`src/rtl/cpu_sequencer_if.sv`:
```
// Handshake/bus bundle between the cpu_sequencer and its surroundings.
// The sequencer sees the master modport. The RAM operand reader, the
// decoder, the RAM and any test harness use the slave modport.
//   Into the sequencer:
//     start   leave IDLE (level)
//     halt    stop after the current instruction (read in EXEC)
//     mem_rd  instruction needs an execute-time memory read
//     kp      reader keep-reading flag
//     adq     next unread byte address from the reader
//     opnd    operand assembled by the reader
//     d       RAM read data
//   Out of the sequencer:
//     cs      control state
//     ir      instruction register
//     addr    address presented to the reader
//     pc      program counter
//     retired completed-instruction count
interface cpu_sequencer_if #(
  parameter int unsigned CNT_W = 16
);
  logic             start;
  logic             halt;
  logic             mem_rd;
  logic             kp;
  logic [15:0]      adq;
  logic [63:0]      opnd;
  logic [7:0]       d;
  logic [3:0]       cs;
  logic [7:0]       ir;
  logic [15:0]      addr;
  logic [15:0]      pc;
  logic [CNT_W-1:0] retired;

  modport master (
    input  start, halt, mem_rd, kp, adq, opnd, d,
    output cs, ir, addr, pc, retired
  );

  modport slave (
    output start, halt, mem_rd, kp, adq, opnd, d,
    input  cs, ir, addr, pc, retired
  );
endinterface

```
`src/rtl/cpu_sequencer.sv`:
```
// cpu_sequencer: control-state sequencer for the mcpu core. It owns the
// program counter and the instruction register. It walks the RAM operand
// reader through its phases using the 4-bit control state cs.
// Ports:
//   clk  system clock; all state changes on posedge
//   rst  asynchronous, active-high reset
//   bus  cpu_sequencer_if.master: start/halt/mem_rd/kp/adq/opnd/d in,
//        cs/ir/addr/pc/retired out
// Optional build macro SINGLE_STEP_EN:
//   When it is defined, each instruction returns to IDLE instead of
//   fetching the next one. start must be seen low in IDLE before it
//   launches another instruction, so a start that is held high runs
//   exactly one instruction.
module cpu_sequencer #(
  parameter logic [15:0] RESET_PC = 16'h0000,
  parameter int unsigned CNT_W    = 16
) (
  input logic             clk,
  input logic             rst,
  cpu_sequencer_if.master bus
);

  // The encodings match the shared state header that the reader decodes.
  typedef enum logic [3:0] {
    IDLE  = 4'd0,
    OPCFT = 4'd1,
    OPLFT = 4'd2,
    OPLRD = 4'd3,
    ADRD  = 4'd4,
    EXERD = 4'd5,
    EXEC  = 4'd6,
    HALT  = 4'd7
  } state_t;

  state_t           state_r;
  logic [7:0]       ir_r;
  logic [15:0]      pc_r;
  logic [15:0]      npc_r;
  logic [CNT_W-1:0] retired_r;
  logic [15:0]      addr_s;
  logic             opnd_unused_s;
`ifdef SINGLE_STEP_EN
  // This flag is set once start has been seen low while in IDLE.
  logic             armed_r;
`endif

  // Only the low 16 bits of the operand are used, as the reload address.
  assign opnd_unused_s = ^bus.opnd[63:16];

  assign bus.cs      = state_r;
  assign bus.ir      = ir_r;
  assign bus.pc      = pc_r;
  assign bus.retired = retired_r;
  assign bus.addr    = addr_s;

  // Select the address that the reader loads in each state.
  always_comb begin
    addr_s = 16'h0000;
    case (state_r)
      IDLE, OPCFT: addr_s = pc_r;
      ADRD:        addr_s = bus.opnd[15:0];
      default:     addr_s = 16'h0000;
    endcase
  end

  // Sequencer state machine together with the pc, ir, npc and retired registers.
  always_ff @(posedge clk or posedge rst) begin
    if (rst) begin
      state_r   <= IDLE;
      pc_r      <= RESET_PC;
      npc_r     <= RESET_PC;
      ir_r      <= 8'h00;
      retired_r <= '0;
`ifdef SINGLE_STEP_EN
      armed_r   <= 1'b1;
`endif
    end else begin
      case (state_r)
        IDLE: begin
`ifdef SINGLE_STEP_EN
          if (!bus.start) begin
            armed_r <= 1'b1;
          end else if (armed_r) begin
            armed_r <= 1'b0;
            state_r <= OPCFT;
          end else begin
            state_r <= IDLE;
          end
`else
          if (bus.start) begin
            state_r <= OPCFT;
          end else begin
            state_r <= IDLE;
          end
`endif
        end
        OPCFT: begin
          ir_r    <= bus.d;
          state_r <= OPLFT;
        end
        OPLFT: state_r <= OPLRD;
        OPLRD: begin
          // The reader consumes a byte on the kp=0 edge too, so the next pc is adq+1.
          if (!bus.kp) begin
            npc_r   <= bus.adq + 16'h0001;
            state_r <= bus.mem_rd ? ADRD : EXEC;
          end else begin
            state_r <= OPLRD;
          end
        end
        ADRD: state_r <= EXERD;
        EXERD: begin
          if (!bus.kp) begin
            state_r <= EXEC;
          end else begin
            state_r <= EXERD;
          end
        end
        EXEC: begin
          pc_r      <= npc_r;
          retired_r <= retired_r + CNT_W'(1);
          if (bus.halt) begin
            state_r <= HALT;
          end else begin
`ifdef SINGLE_STEP_EN
            state_r <= IDLE;
`else
            state_r <= OPCFT;
`endif
          end
        end
        HALT: state_r <= HALT;
        default: state_r <= IDLE;
      endcase
    end
  end

endmodule
```
`src/flat_wrapper.sv`:
```
// flat-port wrapper written by rule: the top's interface ports become plain ports
module cpu_sequencer_flat 
#(
  parameter logic [15:0] RESET_PC = 16'h0000,
  parameter int unsigned CNT_W    = 16
)
  (clk, rst, bus_start, bus_halt, bus_mem_rd, bus_kp, bus_adq, bus_opnd, bus_d, bus_cs, bus_ir, bus_addr, bus_pc, bus_retired);
  cpu_sequencer_if #(.CNT_W(CNT_W)) bus_i ();
  input logic clk;
  input logic rst;
  input wire logic [$bits(bus_i.start)-1:0] bus_start;
  input wire logic [$bits(bus_i.halt)-1:0] bus_halt;
  input wire logic [$bits(bus_i.mem_rd)-1:0] bus_mem_rd;
  input wire logic [$bits(bus_i.kp)-1:0] bus_kp;
  input wire logic [$bits(bus_i.adq)-1:0] bus_adq;
  input wire logic [$bits(bus_i.opnd)-1:0] bus_opnd;
  input wire logic [$bits(bus_i.d)-1:0] bus_d;
  output wire logic [$bits(bus_i.cs)-1:0] bus_cs;
  output wire logic [$bits(bus_i.ir)-1:0] bus_ir;
  output wire logic [$bits(bus_i.addr)-1:0] bus_addr;
  output wire logic [$bits(bus_i.pc)-1:0] bus_pc;
  output wire logic [$bits(bus_i.retired)-1:0] bus_retired;
  assign bus_i.start = bus_start;
  assign bus_i.halt = bus_halt;
  assign bus_i.mem_rd = bus_mem_rd;
  assign bus_i.kp = bus_kp;
  assign bus_i.adq = bus_adq;
  assign bus_i.opnd = bus_opnd;
  assign bus_i.d = bus_d;
  assign bus_cs = bus_i.cs;
  assign bus_ir = bus_i.ir;
  assign bus_addr = bus_i.addr;
  assign bus_pc = bus_i.pc;
  assign bus_retired = bus_i.retired;
  cpu_sequencer #(.RESET_PC(RESET_PC), .CNT_W(CNT_W)) u_core (.clk(clk), .rst(rst), .bus(bus_i));
endmodule
```
`config.mk`:
```
export PLATFORM = sky130hd
export DESIGN_NAME = cpu_sequencer_flat
export DESIGN_NICKNAME = d
export VERILOG_FILES = /design/src/rtl/cpu_sequencer_if.sv /design/src/rtl/cpu_sequencer.sv /design/src/flat_wrapper.sv
export SDC_FILE = /design/constraint.sdc
export NUM_CORES = 1
export LEC_CHECK = 0
export BUFFER_PORTS_ARGS = -buffer_cell sky130_fd_sc_hd__buf_2
export CAP_MARGIN = 20
export CORE_MARGIN = 1
export CORE_UTILIZATION = 45
export DETAILED_ROUTE_END_ITERATION = 6
export PLACE_DENSITY = 0.84
export SYNTH_ARGS = -nofsm -noshare
export SYNTH_HDL_FRONTEND = slang
export SYNTH_SLANG_ARGS = --single-unit
export TNS_END_PERCENT = 20
```
`constraint.sdc`:
```
create_clock -name clk -period 1.7 [get_ports clk]
set_input_delay 0.085 -clock clk [delete_from_list [all_inputs] [get_ports clk]]
set_output_delay 0.085 -clock clk [all_outputs]
set_load 0.05 [all_outputs]
```
## Word-level counts from Yosys, hierarchy flattened

Index checks and enable logic that the tools add are counted.

| word-level totals | value |
|---|---|
| flip-flop bits (word level) | 60 |
| latch bits | 0 |
| memory bits (writable) | 0 |
| bits in read-only memories | 0 |
| input bits | 94 |
| output and inout bits | 60 |
| word-level logic and storage cells | 25 |
| memories | 0 |

| operators by class | value |
|---|---|
| $add $sub $neg | 2 |
| multiply operators | 0 |
| div/mod/pow operators | 0 |
| order comparisons | 0 |
| equal/unequal tests | 7 |
| shifts and indexed selects | 0 |
| multiplexer cells | 7 |
| bitwise logic cells | 1 |
| reduce and logical (&&, ||, !) cells | 3 |

Operator list:

| operator | number |
|---|---|
| $add A16 B1 Y16 const B | 2 |
| $pmux W16 S2 | 1 |
| $pmux W4 S8 | 1 |
| $eq A4 B3 Y1 const B | 4 |
| $eq A4 B2 Y1 const B | 2 |
| $eq A4 B1 Y1 const B | 1 |
| $logic_not A4 Y1 | 1 |
| $mux W2 | 2 |
| $mux W4 | 1 |
| $mux W3 | 1 |
| $reduce_and A2 Y1 | 1 |
| $reduce_or A2 Y1 | 1 |
| $mux W1 | 1 |
| $not A1 Y1 | 1 |

## Longest topological paths before layout

| depth | value |
|---|---|
| depth after elaboration | 3 |
| gate-level depth with buffers | 6 |
| depth with buffers taken out | 5 |

## Worst setup path before layout

No wires, ideal clock.

| timing | value |
|---|---|
| path kind | reg2out |
| start | register u_core.state_r[1] (netlist: u_core.bus.cs[1]) |
| end | output port bus_addr[10] |
| arrival time | 1.808 ns |
| data required time | 1.615 ns |
| slack | -0.193 ns |
| stages on the path, launching flop included | 7 |
| path buffers | 3 |
| cells stage by stage | dfrtp_1 buf_4 nor2_1 and2_1 buf_2 buf_2 a22o_1 |

| between the ends | value |
|---|---|
| cells in the longest elaborated chain, start to end | 3 |
| elaborated cells between the ends (all ways) | 5 |
| those cells by class | 2 x eq/ne; 1 x mux; 2 x reduce/logical |

RTL lines:

| item | RTL line | RTL |
|---|---|---|
| from (decl) | cpu_sequencer.sv:35 | `state_t state_r;` |
| from (signal assigned) | cpu_sequencer.sv:106 | `state_r <= bus.mem_rd ? ADRD : EXEC;` |
| $eq A4 B1 Y1 or $logic_not A4 Y1 (tied branches) | cpu_sequencer.sv:59 | `case (state_r)` |
| $reduce_or A2 Y1 | cpu_sequencer.sv:59 |  |
| $pmux W16 S2 * | cpu_sequencer.sv:59 |  |
| to (decl) | flat_wrapper.sv:20 | `output wire logic [$bits(bus_i.addr)-1:0] bus_addr;` |

Mark *: on every way between the ends. The rest lies on a longest branch, timed or not.

## Worst setup path after layout

| timing | value |
|---|---|
| start | register u_core.state_r[2] (netlist: u_core.bus.cs[2]) |
| end | output port bus_addr[12] |

Same word-level chain as after synthesis.

==> impl_metrics.toml <==
[outcome]
status = "finished, final reports clean"

[floorplan]
core_um2 = 5990
pin_count = 154
dieArea_um2 = 6630
start_util_pct = 47.4
die_y_um = 81.4
rows = 28
die_w_um = 81.4

[global_route]
grt_max_degree = 36
grt_pass1_vias = 2282
grtUsageTotal_pct = 21.4
grt.overflow.total = 0
antenna_found_initial = 0
grt_pass1_wl_um = 10500

[drt]
firstDrtPassIters = 4
wl_per_cell_um = 13.3
vias_per_cell = 4.97
drc_errors = 0
wl_um = 6520
drtIter0Drc = 77
antenna_left = 0
vias = 2437

[synth]
yosysSeqAreaShare_pct = 52.0
synthTopCellsByArea = "dfrtp_1, nand2_1, xnor2_1"
syn-cell-area_um2 = 2840
synth_top_area_share_pct = 52.0
synth_area_leader_cell = "dfrtp_1"
yosys_warnings = 0
syn_inst = 282
avgSynthCellArea_um2 = 10.1
ys_types = 37
synth-seq-cells = 59
syn_nets = 378

[sta]
setup_viol = 0
min_period_ps = 1650
slew_violations = 0
worst_pin_slew_ps = 552
hold_viol = 0
fin_tns_setup_ps = 0
whs_ps = 24.5
max_slew_margin_pct = 63.1
fmax_mhz = 608
rsz0062_at_grt = "yes"
fin_skew_ps = 7.17
fin_crit_sh_pct = 96.8

[power_and_ir_drop]
ir_drop_mv = 0.992
powerDensity_nw_per_um2 = 1640
power.leakage_nw = 1.93

[layout]
fin_nets = 506
layout-drive-gt1-share_pct = 41.2
final_core_utilization_pct = 65.9
regArea_um2 = 1480
fillers = 459
diodes = 0
multi_input_area_um2 = 1300
area_delta_synth_final_pct = 39.2
fin_cells = 490

[cts]
htree_levels = 3
cts_root_buffer = "clkbuf_8"
clock_latency_ps = 330
cts_buffer_depth = 2
cts.sinks = 59
path_clk_slew_ps = 60
cts-buffers-inserted = 9
cts_tree = "done"

[placement]
gp_congestion = 0.808
portBuffers = 104
place_inst = 458
dpl.hpwl_um = 4720

[setup_path]
cp_data_required_time_ps = 1620
critPathMaxFanout = 16
cp-end-kind = "output pin"
cp.arrival_ps = 1560
critical_path.startpoint_type = "flip-flop"
crit_type = "reg2out"

[min_path]
worstHoldPathType = "in2reg"

[run]
maxCapViolations = 0
-- cells in the final DEF (no fill, tap or decap), drive strengths merged, types with 2 or more instances in the layout --
master       netlist  final
inv                3      3
and2               3      3
dfrtp             59     59
clkinvlp           0      2
ha                 2      2
buf               13    119
clkbuf             1     12
nand4             11     11
xor2               4      4
o21ai              3      3
a21oi             15     15
mux2               9      9
xnor2             24     24
nor2              25     25
and3               2      2
a22o              16     16
nand3              8      8
nand2             65     65
nor3               6      6
dlygate4sd3        0     12
nor4               3      3
-- metal layers --
layer	part of all wire, %	global-route usage [%]
met1	43	26.3
met2	51	36.5
met3	5.2	5.56
met4	0.38	6.96
met5	0	0
-- area by class of cell --
class                      count  area share [%]
clock inverter                 4            1.27
tap                           75            2.38
inverter                       3           0.285
timing repair buffer         131            22.1
multi-input combinational    206            32.9
clock buffer                  12            3.68
sequential                    59            37.5
-- state kept, by name, indices dropped and copies added (netlist names) --
register	count
u_core.bus.cs	3
u_core.bus.ir	8
u_core.bus.pc	16
u_core.bus.retired	16
u_core.npc_r	16
-- logic make-up (layout without fill, tap and decap cells) --
group                      after synthesis  after routing  synth area share (%)
xor gates and xnor gates                28             28                  8.64
buffers and inverters                   17            150                  3.13
and+or+nand+nor                        128            128                  21.9
adders and majority gates                2              2                 0.882
AOI/OAI and AO/OA                       38             38                  9.70
DFF                                     59             59                  52.0
other                                    1              1                 0.132
muxes                                    9              9                  3.57
-- synthesized netlist by cell type, drive strengths merged --
cell type,count
inv,3
nor4,3
a31o,1
o2bb2ai,1
a21oi,15
and3,2
nand2b,1
ha,2
and2,3
or2,1
nor2,25
xnor2,24
a21o,1
nand4,11
nand3b,1
dfrtp,59
nor3,6
nor2b,1
a221oi,1
nand2,65
o21ai,3
conb,1
mux2,9
and4bb,1
a22o,16
nand3,8
xor2,4
buf,13
clkbuf,1
-- what timing repair did --
item,in CTS,in global routing
endpoints found under the setup margin,16,23
setup buffers,4,0
hold endpoints to repair,35,0
pin swaps,0,0
resized for setup,29,7
hold buffers,12,0
-- worst paths after layout --
kind                                         from                     end  slack (ps)  cells after the start
setup / recovery                 u_core.bus.cs[2]            bus_addr[12]          50                      5
hold / removal                          bus_start        u_core.bus.cs[0]          20                      3
setup reg to reg                 u_core.bus.cs[0]  u_core.bus.retired[12]         100                      5
hold reg to reg            u_core.bus.retired[15]  u_core.bus.retired[15]         460                      1
max in group asynchronous                     rst        u_core.bus.cs[1]         760                      4
min in group asynchronous                     rst        u_core.bus.ir[6]         360                      3
-- metrics by stage --
| step | area, um2 | setup slack (ps) | total power, mW |
|---|---|---|---|
| detailed placement | 3500 | 148 | 5.14 |
| finish | 3950 | 55.0 | 6.47 |
| global placement | 3500 | 192 | 5.06 |
| CTS | 3930 | -11.0 | 6.49 |
| global route | 3950 | -0.273 | 6.89 |
| floorplan | 2850 | -29.4 | 4.42 |
-- critical path, cell delays in order, from the launching register on --
cell and delay [ps]:
dfrtp_2 450, buf_6 130, and2_4 130, buf_12 140
a22o_4 230, buf_8 150
-- power by group --
part / total [mW] / switching (mW) / internal [mW]
clock network: 1.24 / 0.528 / 0.715
registers: 2.35 / 0.398 / 1.95
logic: 2.87 / 2.04 / 0.835
total: 6.47 / 2.96 / 3.50
Power figures use the tool's default switching activity.
